==> src/rtl/wb_burst_bridge_pkg.sv <==
// Shared configuration for the Wishbone burst-to-single-beat bridge:
// bus widths, burst lengths and FSM state encodings.
package wb_burst_bridge_pkg;

    localparam int unsigned WB_ADDR_W   = 24;
    localparam int unsigned WB_DATA_W   = 16;
    localparam int unsigned WB_SEL_BITS = 2;

    localparam int unsigned BEAT_CNT_W = 4;

    localparam logic [BEAT_CNT_W-1:0] BURST_1 = 4'd1;
    localparam logic [BEAT_CNT_W-1:0] BURST_4 = 4'd4;
    localparam logic [BEAT_CNT_W-1:0] BURST_8 = 4'd8;

    typedef enum logic [1:0] {
        ST_IDLE  = 2'd0,
        ST_BEAT  = 2'd1,
        ST_GAP   = 2'd2,
        ST_DRAIN = 2'd3
    } bridge_state_e;

    // Beat count for a request; the 8-beat hint dominates when both are set.
    function automatic logic [BEAT_CNT_W-1:0] burst_len(input logic b4, input logic b8);
        if (b8) begin
            return BURST_8;
        end else if (b4) begin
            return BURST_4;
        end
        return BURST_1;
    endfunction

endpackage

==> src/rtl/wb_bridge_beat_ctr.sv <==
// Beat counter and address generator for wb_burst_bridge: loads the beat
// count and start address on accept, steps once per acknowledged beat.
module wb_bridge_beat_ctr
    import wb_burst_bridge_pkg::*;
#(
    parameter int unsigned ADDR_W = WB_ADDR_W
) (
    input  logic                  clk_i,
    input  logic                  rst_i,
    input  logic                  load_i,
    input  logic [BEAT_CNT_W-1:0] len_i,
    input  logic [ADDR_W-1:0]     adr_i,
    input  logic                  step_i,
    output logic [ADDR_W-1:0]     adr_o,
    output logic                  last_o
);

    logic [BEAT_CNT_W-1:0] rem_q, rem_d;
    logic [ADDR_W-1:0]     adr_q, adr_d;

    // Next count/address; the address only advances while more beats follow
    // and wraps naturally modulo 2^ADDR_W.
    always_comb begin
        rem_d = rem_q;
        adr_d = adr_q;
        if (load_i) begin
            rem_d = len_i;
            adr_d = adr_i;
        end else if (step_i) begin
            rem_d = rem_q - BEAT_CNT_W'(1);
            if (!last_o) begin
                adr_d = adr_q + ADDR_W'(1);
            end
        end
    end

    // Counter and address registers.
    always_ff @(posedge clk_i) begin
        if (rst_i) begin
            rem_q <= '0;
            adr_q <= '0;
        end else begin
            rem_q <= rem_d;
            adr_q <= adr_d;
        end
    end

    assign adr_o  = adr_q;
    assign last_o = (rem_q == BEAT_CNT_W'(1));

endmodule

==> src/rtl/wb_burst_bridge.sv <==
// Wishbone burst bridge: expands 4/8-beat burst reads into sequential
// classic single-beat transfers, one upstream ack per beat; singles pass
// through with registered timing. All outputs are registered.
// Optional per-beat watchdog: define BRIDGE_TIMEOUT_EN.
module wb_burst_bridge
    import wb_burst_bridge_pkg::*;
#(
    parameter int unsigned ADDR_W  = WB_ADDR_W,
    parameter int unsigned DATA_W  = WB_DATA_W,
    parameter int unsigned SEL_W   = WB_SEL_BITS,
    parameter int unsigned TIMEOUT = 255
) (
    input  logic              i_clk,
    input  logic              i_rst,
    input  logic              u_wb_cyc,
    input  logic              u_wb_stb,
    input  logic              u_wb_we,
    input  logic [ADDR_W-1:0] u_wb_adr,
    input  logic [DATA_W-1:0] u_wb_o_dat,
    input  logic [SEL_W-1:0]  u_wb_sel,
    input  logic              u_wb_4_burst,
    input  logic              u_wb_8_burst,
    output logic [DATA_W-1:0] u_wb_i_dat,
    output logic              u_wb_ack,
    output logic              u_wb_err,
    output logic              d_wb_cyc,
    output logic              d_wb_stb,
    output logic              d_wb_we,
    output logic [ADDR_W-1:0] d_wb_adr,
    output logic [DATA_W-1:0] d_wb_o_dat,
    output logic [SEL_W-1:0]  d_wb_sel,
    input  logic [DATA_W-1:0] d_wb_i_dat,
    input  logic              d_wb_ack,
    input  logic              d_wb_err
);

    bridge_state_e state_q, state_d;

    logic              u_ack_q, u_ack_d;
    logic              u_err_q, u_err_d;
    logic [DATA_W-1:0] u_dat_q, u_dat_d;
    logic              d_cyc_q, d_cyc_d;
    logic              d_stb_q, d_stb_d;
    logic              d_we_q,  d_we_d;
    logic [DATA_W-1:0] d_dat_q, d_dat_d;
    logic [SEL_W-1:0]  d_sel_q, d_sel_d;

    logic              ctr_load, ctr_step, ctr_last;
    logic [ADDR_W-1:0] ctr_adr;

    logic accept, is_burst, illegal, dn_done, tmo_hit;

    // A request seen in the same cycle as our own ack/err is the one just finished.
    assign accept   = u_wb_cyc & u_wb_stb & ~u_ack_q & ~u_err_q;
    assign is_burst = u_wb_4_burst | u_wb_8_burst;
    assign illegal  = is_burst & u_wb_we;
    assign dn_done  = d_wb_ack | d_wb_err;

`ifdef BRIDGE_TIMEOUT_EN
    localparam int unsigned TMO_W = $clog2(TIMEOUT + 1);
    logic [TMO_W-1:0] tmo_q, tmo_d;

    // Per-beat watchdog: counts BEAT/DRAIN cycles, restarts on every beat issue.
    always_comb begin
        tmo_d = '0;
        if (state_q == ST_BEAT || state_q == ST_DRAIN) begin
            tmo_d = tmo_q + TMO_W'(1);
        end
    end

    // Watchdog counter register.
    always_ff @(posedge i_clk) begin
        if (i_rst) begin
            tmo_q <= '0;
        end else begin
            tmo_q <= tmo_d;
        end
    end

    assign tmo_hit = (state_q == ST_BEAT || state_q == ST_DRAIN) &&
                     (tmo_q == TMO_W'(TIMEOUT - 1));
`else
    // Without the watchdog a beat waits for the slave indefinitely.
    logic unused_timeout;
    assign unused_timeout = ^TIMEOUT;
    assign tmo_hit        = 1'b0;
`endif

    wb_bridge_beat_ctr #(
        .ADDR_W (ADDR_W)
    ) u_beat_ctr (
        .clk_i  (i_clk),
        .rst_i  (i_rst),
        .load_i (ctr_load),
        .len_i  (burst_len(u_wb_4_burst, u_wb_8_burst)),
        .adr_i  (u_wb_adr),
        .step_i (ctr_step),
        .adr_o  (ctr_adr),
        .last_o (ctr_last)
    );

    // State and registered-output update.
    always_ff @(posedge i_clk) begin
        if (i_rst) begin
            state_q <= ST_IDLE;
            u_ack_q <= 1'b0;
            u_err_q <= 1'b0;
            u_dat_q <= '0;
            d_cyc_q <= 1'b0;
            d_stb_q <= 1'b0;
            d_we_q  <= 1'b0;
            d_dat_q <= '0;
            d_sel_q <= '0;
        end else begin
            state_q <= state_d;
            u_ack_q <= u_ack_d;
            u_err_q <= u_err_d;
            u_dat_q <= u_dat_d;
            d_cyc_q <= d_cyc_d;
            d_stb_q <= d_stb_d;
            d_we_q  <= d_we_d;
            d_dat_q <= d_dat_d;
            d_sel_q <= d_sel_d;
        end
    end

    // Next-state logic; an upstream abort outranks downstream responses.
    always_comb begin
        state_d = state_q;
        case (state_q)
            ST_IDLE: begin
                if (accept && !illegal) state_d = ST_BEAT;
            end
            ST_BEAT: begin
                if (!u_wb_cyc)     state_d = (dn_done || tmo_hit) ? ST_IDLE : ST_DRAIN;
                else if (d_wb_err) state_d = ST_IDLE;
                else if (d_wb_ack) state_d = ctr_last ? ST_IDLE : ST_GAP;
                else if (tmo_hit)  state_d = ST_IDLE;
            end
            ST_GAP: begin
                state_d = u_wb_cyc ? ST_BEAT : ST_IDLE;
            end
            ST_DRAIN: begin
                if (dn_done || tmo_hit) state_d = ST_IDLE;
            end
            default: state_d = ST_IDLE;
        endcase
    end

    // Next values of the registered outputs and beat-counter controls.
    always_comb begin
        u_ack_d  = 1'b0;
        u_err_d  = 1'b0;
        u_dat_d  = u_dat_q;
        d_cyc_d  = d_cyc_q;
        d_stb_d  = d_stb_q;
        d_we_d   = d_we_q;
        d_dat_d  = d_dat_q;
        d_sel_d  = d_sel_q;
        ctr_load = 1'b0;
        ctr_step = 1'b0;
        case (state_q)
            ST_IDLE: begin
                if (accept) begin
                    if (illegal) begin
                        u_err_d = 1'b1;
                    end else begin
                        d_cyc_d  = 1'b1;
                        d_stb_d  = 1'b1;
                        d_we_d   = u_wb_we;
                        d_dat_d  = u_wb_o_dat;
                        d_sel_d  = u_wb_sel;
                        ctr_load = 1'b1;
                    end
                end
            end
            ST_BEAT: begin
                if (!u_wb_cyc) begin
                    if (dn_done || tmo_hit) begin
                        d_cyc_d = 1'b0;
                        d_stb_d = 1'b0;
                    end
                end else if (d_wb_err || tmo_hit) begin
                    u_err_d = 1'b1;
                    d_cyc_d = 1'b0;
                    d_stb_d = 1'b0;
                end else if (d_wb_ack) begin
                    u_ack_d  = 1'b1;
                    u_dat_d  = d_wb_i_dat;
                    ctr_step = 1'b1;
                    d_stb_d  = 1'b0;
                    if (ctr_last) d_cyc_d = 1'b0;
                end
            end
            ST_GAP: begin
                if (u_wb_cyc) d_stb_d = 1'b1;
                else          d_cyc_d = 1'b0;
            end
            ST_DRAIN: begin
                if (dn_done || tmo_hit) begin
                    d_cyc_d = 1'b0;
                    d_stb_d = 1'b0;
                end
            end
            default: begin
                d_cyc_d = 1'b0;
                d_stb_d = 1'b0;
            end
        endcase
    end

    assign u_wb_ack   = u_ack_q;
    assign u_wb_err   = u_err_q;
    assign u_wb_i_dat = u_dat_q;
    assign d_wb_cyc   = d_cyc_q;
    assign d_wb_stb   = d_stb_q;
    assign d_wb_we    = d_we_q;
    assign d_wb_adr   = ctr_adr;
    assign d_wb_o_dat = d_dat_q;
    assign d_wb_sel   = d_sel_q;

endmodule
==> config.mk <==
export PLATFORM = sky130hd
export DESIGN_NAME = wb_burst_bridge
export DESIGN_NICKNAME = d
export VERILOG_FILES = /design/src/rtl/wb_burst_bridge_pkg.sv /design/src/rtl/wb_bridge_beat_ctr.sv /design/src/rtl/wb_burst_bridge.sv
export SDC_FILE = /design/constraint.sdc
export NUM_CORES = 1
export LEC_CHECK = 0
export CORE_AREA = 2 2 72 101
export CTS_BUF_LIST = sky130_fd_sc_hd__clkbuf_2
export DETAILED_ROUTE_END_ITERATION = 8
export DIE_AREA = 0 0 74 103
export PLACE_DENSITY = 0.93
export SYNTH_ARGS = -nofsm -noshare
export SYNTH_HDL_FRONTEND = slang
export SYNTH_SLANG_ARGS = --single-unit
==> constraint.sdc <==
create_clock -name i_clk -period 4.75 [get_ports i_clk]
set_input_delay 0.95 -clock i_clk [delete_from_list [all_inputs] [get_ports i_clk]]
set_output_delay 0.95 -clock i_clk [all_outputs]
set_load 0.02 [all_outputs]
======== Word level (Yosys, flattened, before mapping) ========
Cells that the tools add are included.
W data, S select, Z words.
operators by class
  $add $sub $neg .......................... 2
  equal/unequal tests ..................... 13
  mux-type cells .......................... 46
  bitwise logic cells ..................... 10
  reductions and logical operators ........ 10
operator list
  kind                     number
  $mux W24                 3
  $mux W1                  27
  $add A24 B1 Y24 const B  1
  $mux W4                  5
  $mux W2                  7
  $ne A2 B2 Y1 const B     7
  $ne A4 B4 Y1 const B     2
  $pmux W1 S4              2
  $pmux W2 S4              1
  $reduce_and A4 Y1        2
  $reduce_and A3 Y1        2
  $reduce_and A5 Y1        1
  $and A1 B1 Y1            4
  $eq A2 B2 Y1 const B     2
  $eq A4 B1 Y1 const B     1
  $not A1 Y1               4
  $sub A4 B1 Y4 const B    1
  $eq A2 B1 Y1 const B     1
  $logic_not A2 Y1         1
  $or A1 B1 Y1             2
  $pmux W1 S2              1
  $reduce_and A2 Y1        1
  $reduce_bool A2 Y1       1
  $logic_and A1 B1 Y1      1
  $logic_not A1 Y1         1
storage, ports and cells
  register bits after elaboration ......... 69
  bits of input ports ..................... 67
  output and inout bits ................... 63
  word-level logic and storage cells ...... 92

======== Logic depth before layout (Yosys ltp) ========
Gate-level depths: netlist of the first run.
  depth after elaboration ................. 7
  depth in mapped cells ................... 7
  depth with buffers taken out ............ 7

======== Modules after synthesis ========
Synthesis of the first run repeated with hierarchy kept, for this count alone.
second synthesis, totals
  cell total of the unflattened synthesis .. 415
  area total of the unflattened synthesis .. 3518.4 um^2
modules (own cells, without submodules)
  module              instances  cells an instance  area an instance (um^2)  seq. area each (um^2)
  wb_burst_bridge     1          213                1854.3                   820.8
  wb_bridge_beat_ctr  1          202                1664.1                   560.5

======== Worst setup path before layout of the first run ========
No wires, ideal clock.
  kind .................................... in2reg
  from .................................... input u_wb_cyc
  to ...................................... register u_beat_ctr.adr_q[17] (netlist: u_beat_ctr.adr_o[17])
  setup time .............................. 0.079 ns
  arrival ................................. 2.345 ns
  data required time ...................... 4.671 ns
  slack ................................... 2.325 ns
  stages on the path ...................... 6
  path buffers ............................ 1
  cells stage by stage .................... clkbuf_2 -> nand3b_4 -> or4_4 -> nor4_4 -> xnor2_1 -> a211oi_2
between the ends
  word-level cells in the longest chain between the ends .. 7
  elaborated cells on any way between the ends .. 11
  classes of those cells .................. eq/ne (1); mux (5); bitwise (3); reduce/logical (2)
ends and longest elaborated chain
  what                                                          line                      text
  from (decl)                                                   wb_burst_bridge.sv:15     input logic u_wb_cyc,
  $and A1 B1 Y1 (3 in a row)                                    wb_burst_bridge.sv:54     assign accept = u_wb_cyc & u_wb_stb & ~u_ack_q & ~u_err_q;
  $mux W1                                                       wb_burst_bridge.sv:164    if (accept) begin
  $mux W1                                                       wb_burst_bridge.sv:162    case (state_q)
  $ne A2 B2 Y1 (no line) or $reduce_bool A2 Y1 (tied branches)  -
  $reduce_and A2 Y1 (no line)                                   -
  to (signal assigned)                                          wb_bridge_beat_ctr.sv:44  adr_q <= adr_d;
  to (decl)                                                     wb_bridge_beat_ctr.sv:19  logic [ADDR_W-1:0] adr_q, adr_d;
Parallel ways exist; a longest one is shown, timed or not.
A chain may end at the register's enable or synchronous reset.

======== Worst setup path after layout of the first run ========
  from .................................... input u_wb_cyc
  to ...................................... register u_beat_ctr.adr_q[15] (netlist: u_beat_ctr.adr_o[15])
Same word-level chain as after synthesis.

==> run summary, run 1 <==
Top Ports: 130
setup repair bufs after CTS: 0
RR Startpoint: u_beat_ctr.rem_q[1]$_SDFFE_PP0P_
cts repair resizes: 0
WHS Endpoint: d_wb_o_dat[7]$_SDFFE_PP0P_
floorplan core area: 0.00680 mm^2
Startpoint Class: input pin
sequential share of power: 0.538
Int Pwr: 841 uW
Starting Density: 0.450
total track usage: 0.222
class of the worst hold path: register to register
synth cell count leaders: nand2_1 (79), dfxtp_1 (69), a21oi_1 (45)
# hold bufs at CTS: 0
met3 WL: 574 um
fillers: 566
power per cell area: 262 mW/mm^2
worst setup margin: 1.77 ns
die area: 0.00762 mm^2
Final Cycle Share: 0.627
global-route wire length before repair: 13,200 um
Placer Congestion: 0.879
share of layout cells above drive strength 1: 0.0542
Nets: 563
Sink Count: 69
First-pass DRT Iterations: 4
Reg clk slew, reported paths: 0.19 ns
clock power share: 0.279
Sw Share: 0.285
drt drc: 0
Post-DRT Antenna Nets: 0
DR iter-0 viols: 144
P&R area growth vs syn: 46.5%
most numerous cell in the Yosys netlist: nand2_1
DR WL/cell: 13.9 um
Cell Area, Synth: 0.00306 mm^2
Die Wd: 74 um
VDD IR max: 0.000200 V
uppermost layer routed: met4
final wirelength: 8220 um
max cap viols: 0
final cell count without fillers: 593
Synth cell types: 46
Final Max Slew Viols: 0
R2R Path End: u_beat_ctr.adr_o[21]$_SDFFE_PP0P_
DP HPWL: 5880 um
dpl cells: 577
reg2reg path depth: 7
DR vias: 3,079
# setup viols final: 0
Worst Setup End Kind: register
# H-tree levels: 3
Worst Hold Margin: 0.467 ns
Max Clk Rate: 336 MHz
CTS Buffer Depth: 2
yosys warns: 0
Setup WS pre-CTS: 1.22 ns
CP arrival: 3.39 ns
leakage: 0.00152 uW
Psw: 335 uW
CTS tree: done
Seq/Total Area, Yosys: 0.452
CP required: 5.16 ns
n_diodes: 0
setup slack, reg-to-reg: 2.49 ns
port buffer count: 129
minimum clock period after layout: 2.98 ns
Fin. Hold Viols: 0
Worst-Margin Slew: 1.25 ns
top-area cell type share of the netlist area: 0.452
path type of the worst setup path: input pin to register
vias in the first global route: 2,921
grt ovf: 0
initial antenna violation count: 0
Critical Path Fanout Max: 68
Yosys top cell by area: dfxtp_1
syn_area_per_cell: 8.18 um^2
met2 wire len: 4210 um
post-route setup TNS: 0 ns
Worst slew margin: 0.169
Worst Skew: 0.0129 ns
FF+latch count, synth: 69
Root Buffer: clkbuf_2
status: completed
hold path depth: 2
TritonCTS Buffers: 9
EDFF count, synth: 0
largest net degree at the start of global routing: 70
Post-Synthesis Cells: 374
Cell Rows: 36
syn_nets: 444
Synth async-reset ratio: 0
combinational cell fraction of total power: 0.182
Via density: 5.19
later-pin clock latency in the skew report: 0.51 ns
hold path start: d_wb_o_dat[7]$_SDFFE_PP0P_
die height: 103 um
RSZ-0062 raised after global routing: no
Primary FF master, synth: dfxtp_1
wl on met1: 3220 um
synth top area cells: dfxtp_1 (45%), nand2_1 (9.7%), a21oi_1 (7.4%)
layout by cell type, fill, tap and decap left out, types with 5 or more instances in the layout:
cell	netlist	final
clkbuf_2	1	10
dfxtp_1	69	69
nor2_1	39	39
nand4_1	10	10
clkdlybuf4s50_1	0	128
inv_1	5	5
xnor2_1	14	14
nand2_1	79	78
nand3_1	7	7
a21oi_1	45	45
a211oi_1	23	23
xor2_1	10	10
nor3_1	12	12
sequential cells by signal (all words and copies together) (netlist names), 2 cells and up:
register          cells
d_wb_o_dat           16
d_wb_sel              2
state_q               2
u_beat_ctr.adr_o     24
u_beat_ctr.rem_q      4
u_wb_i_dat           16
cells by family after synthesis:
logic type,after synthesis,share of synthesized area
buf+inv,27,0.0376
xor+xnor,24,0.0687
simple gates,169,0.262
compound gates,81,0.164
flops,69,0.452
fa+ha+maj,3,0.0123
mux,1,0.00327
critical path: stages:
cell and delay (ns):
clkdlybuf4s50_1 0.64, and4bb_2 0.29, and2_0 0.30, nand2_2 0.71, a211oi_1 0.47
per-layer routing:
metal / vias up / track usage
met2: 126 / 0.378
li1: 1536 / -
met1: 1398 / 0.247
met4: 0 / 0.106
met5: - / 0
met3: 19 / 0.0704
worst max path at each step:
stage | to | from | slack [ns] | cells past startpoint
after global routing | u_beat_ctr.adr_o[17]$_SDFFE_PP0P_ | u_wb_cyc | 1.58 | 6
after detailed placement | u_beat_ctr.adr_o[6]$_SDFFE_PP0P_ | u_wb_cyc | 1.22 | 6
after floorplan | u_beat_ctr.adr_o[17]$_SDFFE_PP0P_ | u_wb_cyc | 2.33 | 6
final | u_beat_ctr.adr_o[15]$_SDFFE_PP0P_ | u_wb_cyc | 1.77 | 5
after global placement | u_beat_ctr.adr_o[17]$_SDFFE_PP0P_ | u_wb_cyc | 1.31 | 6
after CTS | u_beat_ctr.adr_o[16]$_SDFFE_PP0P_ | u_wb_cyc | 1.82 | 6
power by group through the flow:
stage,Clock (uW),Combinational (uW),Sequential [uW]
after detailed placement,0,214,644
after global routing,359,232,638
after global placement,0,210,643
final,328,214,633
after CTS,337,216,632
after floorplan,0,73.6,667
stage by stage:
step,cell area (um^2),total power (uW),utilization
2_1_floorplan,3060,741,-
5_1_grt,4480,1230,0.659
3_3_place_gp,4380,853,0.643
6_report,4480,1180,0.659
3_5_place_dp,4380,859,0.643
4_1_cts,4480,1180,0.659
area by class of cell:
cell class	count	area (um^2)	share of cell area
Sequential cell	69	1380	0.308
Clock inverter	6	53.8	0.0120
Multi-Input combinational cell	278	1560	0.349
Inverter	5	18.8	0.00419
Clock buffer	10	50.0	0.0112
Timing Repair Buffer	130	1290	0.289
Tap cell	95	119	0.0265
(Power assumes the default switching activity.)
==> run 2: changes to the inputs <==
Settings changed: CORE_AREA 2 2 72 101 to 2 2 74 104, DIE_AREA 0 0 74 103 to 0 0 76 106, PLACE_DENSITY 0.93 to 0.89.
Clock period 4.75 ns to 2.8 ns, I/O delays scaled along.
==> run 2 against run 1 <==
Wire length rose by 5.6%. Global-route usage is 0.22 points lower. Critical path type is now register to output port. Final cell count is 2.0% higher. Critical path depth decreased by 4. Largest power group unchanged. Sequential power grew 69%. Worst setup slack got worse by 1.2 ns. Sequential cell count stayed put. Power grew 69%. Non-clock buffer count increased by 12.
==> run summary, run 2 (synthesis gave the netlist of run 1 again) <==
Root Buffer: clkbuf_2
final cell count without fillers: 605
n_diodes: 0
class of the worst hold path: register to register
global-route wire length before repair: 14,300 um
First-pass DRT Iterations: 4
CTS Buffer Depth: 2
# setup viols final: 0
largest net degree at the start of global routing: 38
RSZ-0062 raised after global routing: no
Critical Path Fanout Max: 7
total power after layout: 1980 uW
CP max stage delay: 0.65 ns
power per cell area: 432 mW/mm^2
Post-DRT Antenna Nets: 0
minimum clock period after layout: 2.19 ns
Nets: 575
DR iter-0 viols: 188
area post-placement: 0.00449 mm^2
Die Wd: 76 um
Final Max Slew Viols: 0
leakage: 0.00158 uW
Sink Count: 69
Cell Rows: 37
Worst-Margin Slew: 0.715 ns
CP arrival: 1.63 ns
Final Cycle Share: 0.782
cts repair resizes: 0
status: completed
later-pin clock latency in the skew report: 0.49 ns
CP max-delay cell: clkdlybuf4s50_1
CP delay by family, top: buffers and inverters
Starting Density: 0.426
Worst Skew: 0.0198 ns
most frequent cells in the layout: clkdlybuf4s50_1 (128), nand2_1 (78), dfxtp_1 (69), a21oi_1 (45), nor2_1 (39)
max cap viols: 0
Worst Setup End Kind: output port
# hold bufs at CTS: 0
crit path buf inv count: 1
Top Ports: 130
Reg clk slew, reported paths: 0.19 ns
Startpoint Class: register
die height: 106 um
post-route setup TNS: 0 ns
path type of the worst setup path: register to output port
Fin. Hold Viols: 0
most common library cell in the layout ignoring fill and taps: clkdlybuf4s50_1
vias in the first global route: 3,131
DP HPWL: 6550 um
setup repair bufs after CTS: 0
TritonCTS Buffers: 9
CP Cell Sequence: clkdlybuf4s50_1
Via density: 5.19
max reg flops: 24
Worst Hold Margin: 0.464 ns
DR WL/cell: 14.4 um
CTS tree: done
dpl cells: 591
Worst slew margin: 0.523
final wirelength: 8680 um
initial antenna violation count: 0
share of layout cells above drive strength 1: 0.0728
total track usage: 0.220
grt ovf: 0
Max Clk Rate: 457 MHz
# H-tree levels: 3
VDD IR max: 0.000279 V
fillers: 587
CP required: 2.24 ns
post-route cell area: 0.00459 mm^2
drt drc: 0
P&R area growth vs syn: 50.0%
die area: 0.00806 mm^2
port buffer count: 129
floorplan core area: 0.00718 mm^2
DR vias: 3,140
Placer Congestion: 0.896
[run 2: power breakdown]
| group | switching, uW | internal (uW) |
|---|---|---|
| sequential | 47.1 | 1030 |
| combinational | 171 | 209 |
| clock | 329 | 201 |
| total | 547 | 1440 |
[run 2: through the flow]
| step | utilization | worst slack (ns) |
|---|---|---|
| after floorplan | - | 0.765 |
| after global placement | 0.626 | 0.254 |
| after detailed placement | 0.626 | 0.194 |
| after CTS | 0.639 | 0.581 |
| after global routing | 0.639 | 0.510 |
| final | 0.639 | 0.611 |
[run 2: path summary, 6_finish.rpt]
| kind | startpoint | endpoint | slack, ns | depth (start not counted) |
|---|---|---|---|---|
| max | u_beat_ctr.adr_o[9]$_SDFFE_PP0P_ | d_wb_adr[9] | 0.61 | 1 |
| min | d_wb_o_dat[2]$_SDFFE_PP0P_ | d_wb_o_dat[2]$_SDFFE_PP0P_ | 0.46 | 2 |
| max reg2reg | u_beat_ctr.rem_q[1]$_SDFFE_PP0P_ | u_beat_ctr.adr_o[17]$_SDFFE_PP0P_ | 0.77 | 7 |
| min reg2reg | d_wb_o_dat[2]$_SDFFE_PP0P_ | d_wb_o_dat[2]$_SDFFE_PP0P_ | 0.46 | 2 |
[run 2: routing by layer]
layer | wire [um] | up-vias | GRT usage
li1 | - | 1558 | -
met1 | 3270 | 1443 | 0.221
met2 | 4550 | 123 | 0.408
met3 | 656 | 16 | 0.0789
met4 | 203 | 0 | 0.0922
met5 | 0 | - | 0
[run 2: final cells by class]
cell class                      count  area, um^2  share of cell area
Multi-Input combinational cell    278        1560               0.341
Timing Repair Buffer              142        1410               0.307
Sequential cell                    69        1380               0.301
Tap cell                           97         121              0.0265
Clock buffer                       11        55.1              0.0120
Clock inverter                      3        38.8             0.00845
Inverter                            5        18.8             0.00409
==> run 3: changes to the inputs <==
Clock period 2.8 ns to 2.2 ns, I/O delays scaled along.
==> run 3 against run 2 <==
Clock skew fell by 0.0038 ns. Wire length barely moved. Sequential power up 28%. Count of clock-buffer cells in the layout fell by 1. Die area did not move. Power rose by 35%. Critical path type unchanged. Critical endpoint is now d_wb_adr[4]. Largest power group unchanged.
==> run summary, run 3 (synthesis gave the netlist of run 1 again) <==
status: completed
Seq. cell area: 0.00138 mm^2
floorplan core area: 0.00718 mm^2
CTS tree: done
share of layout cells above drive strength 1: 0.0872
Final Max Slew Viols: 0
Worst Skew: 0.0161 ns
Post-DRT Antenna Nets: 0
Fin. Hold Viols: 0
later-pin clock latency in the skew report: 0.52 ns
total track usage: 0.219
n_diodes: 0
most common library cell in the layout ignoring fill and taps: clkdlybuf4s50_1
CP delay by family, top: buffers and inverters
largest net degree at the start of global routing: 48
VDD IR max: 0.000509 V
final wirelength: 8690 um
minimum clock period after layout: 2.11 ns
Sink Count: 69
global-route wire length before repair: 14,100 um
crit path buf inv count: 1
Root Buffer: clkbuf_2
met3 usage: 0.0620
P&R area growth vs syn: 52.8%
grt ovf: 0
busiest grt layer: met2
Die Wd: 76 um
initial antenna violation count: 0
final core occ: 0.651
# H-tree levels: 3
drt drc: 0
met1 GRT Util: 0.219
port buffer count: 129
post-route cell area: 0.00467 mm^2
leakage: 0.00162 uW
die height: 106 um
DR vias: 3,208
# hold bufs at CTS: 0
area of the multi-input gates: 0.00156 mm^2
Top Ports: 130
most frequent cells in the layout: clkdlybuf4s50_1 (128), nand2_1 (78), dfxtp_1 (69), a21oi_1 (45), nor2_1 (39)
DR WL/cell: 14.2 um
met2 Resource Use GR: 0.393
path type of the worst setup path: register to output port
power per cell area: 571 mW/mm^2
CP arrival: 1.67 ns
die area: 0.00806 mm^2
Max Clk Rate: 474 MHz
Nets: 582
DP HPWL: 6570 um
Worst Setup End Kind: output port
post-route setup TNS: 0 ns
area post-placement: 0.00455 mm^2
cts repair resizes: 0
Starting Density: 0.426
Worst-Margin Slew: 0.453 ns
max cap viols: 0
CP max-delay cell: clkdlybuf4s50_1
Via density: 5.23
Cell Rows: 37
# setup viols final: 0
CP required: 1.76 ns
setup slack, reg-to-reg: 0.12 ns
max reg flops: 24
RSZ-0062 raised after global routing: no
Reg clk slew, reported paths: 0.17 ns
setup repair bufs after CTS: 0
fillers: 589
CP Cell Sequence: clkdlybuf4s50_1
TritonCTS Buffers: 9
Critical Path Fanout Max: 7
class of the worst hold path: input pin to register
CTS Buffer Depth: 2
Worst slew margin: 0.698
DR iter-0 viols: 160
Placer Congestion: 0.914
Final Cycle Share: 0.960
First-pass DRT Iterations: 4
vias in the first global route: 3,081
CP max stage delay: 0.66 ns
Startpoint Class: register
[run 3: worst reg2reg max path: stages (launching register included)]
cell and delay [ns]:
dfxtp_1 0.41, inv_1 0.08, ha_1 0.19, nor3b_1 0.16
or4_4 0.54, nor4_4 0.30, xnor2_1 0.11, a211oi_2 0.22
[run 3: path summary, 6_finish.rpt]
kind / from / depth (start not counted) / endpoint
worst min register to register: d_wb_o_dat[9]$_SDFFE_PP0P_ / 2 / d_wb_o_dat[9]$_SDFFE_PP0P_
worst max-delay path: u_beat_ctr.adr_o[4]$_SDFFE_PP0P_ / 1 / d_wb_adr[4]
worst max register to register: u_beat_ctr.rem_q[1]$_SDFFE_PP0P_ / 7 / u_beat_ctr.adr_o[17]$_SDFFE_PP0P_
worst min-delay path: i_rst / 2 / d_wb_o_dat[9]$_SDFFE_PP0P_
[run 3: routing by layer]
metal,vias to the layer above,part of all wire
met2,124,0.51
met3,30,0.072
li1,1577,-
met1,1477,0.37
met5,-,0
met4,0,0.039
[run 3: report_power, final]
part	internal, uW	leakage [uW]	total (uW)	switching (uW)
clock network	369	0.0000754	813	444
logic	271	0.000988	489	218
registers	1310	0.000561	1370	59.3
total	1950	0.00162	2670	721
[run 3: per-stage QoR]
stage               worst slack [ns]  total power [uW]  hold WS, ns  cells
floorplan                      0.285              1600        0.465    374
global placement              -0.147              1870        0.441    598
detailed placement            -0.203              1880        0.446    598
CTS                           0.0407              2700        0.328    613
global route                 0.00424              2780        0.357    613
finish                        0.0891              2670        0.362    613
[run 3: area by class of cell]
cell class	instances	share of cell area
Multi-Input combinational cell	278	0.335
Clock inverter	5	0.0163
Tap cell	97	0.0260
Sequential cell	69	0.296
Inverter	5	0.00402
Timing Repair Buffer	149	0.313
Clock buffer	10	0.0107
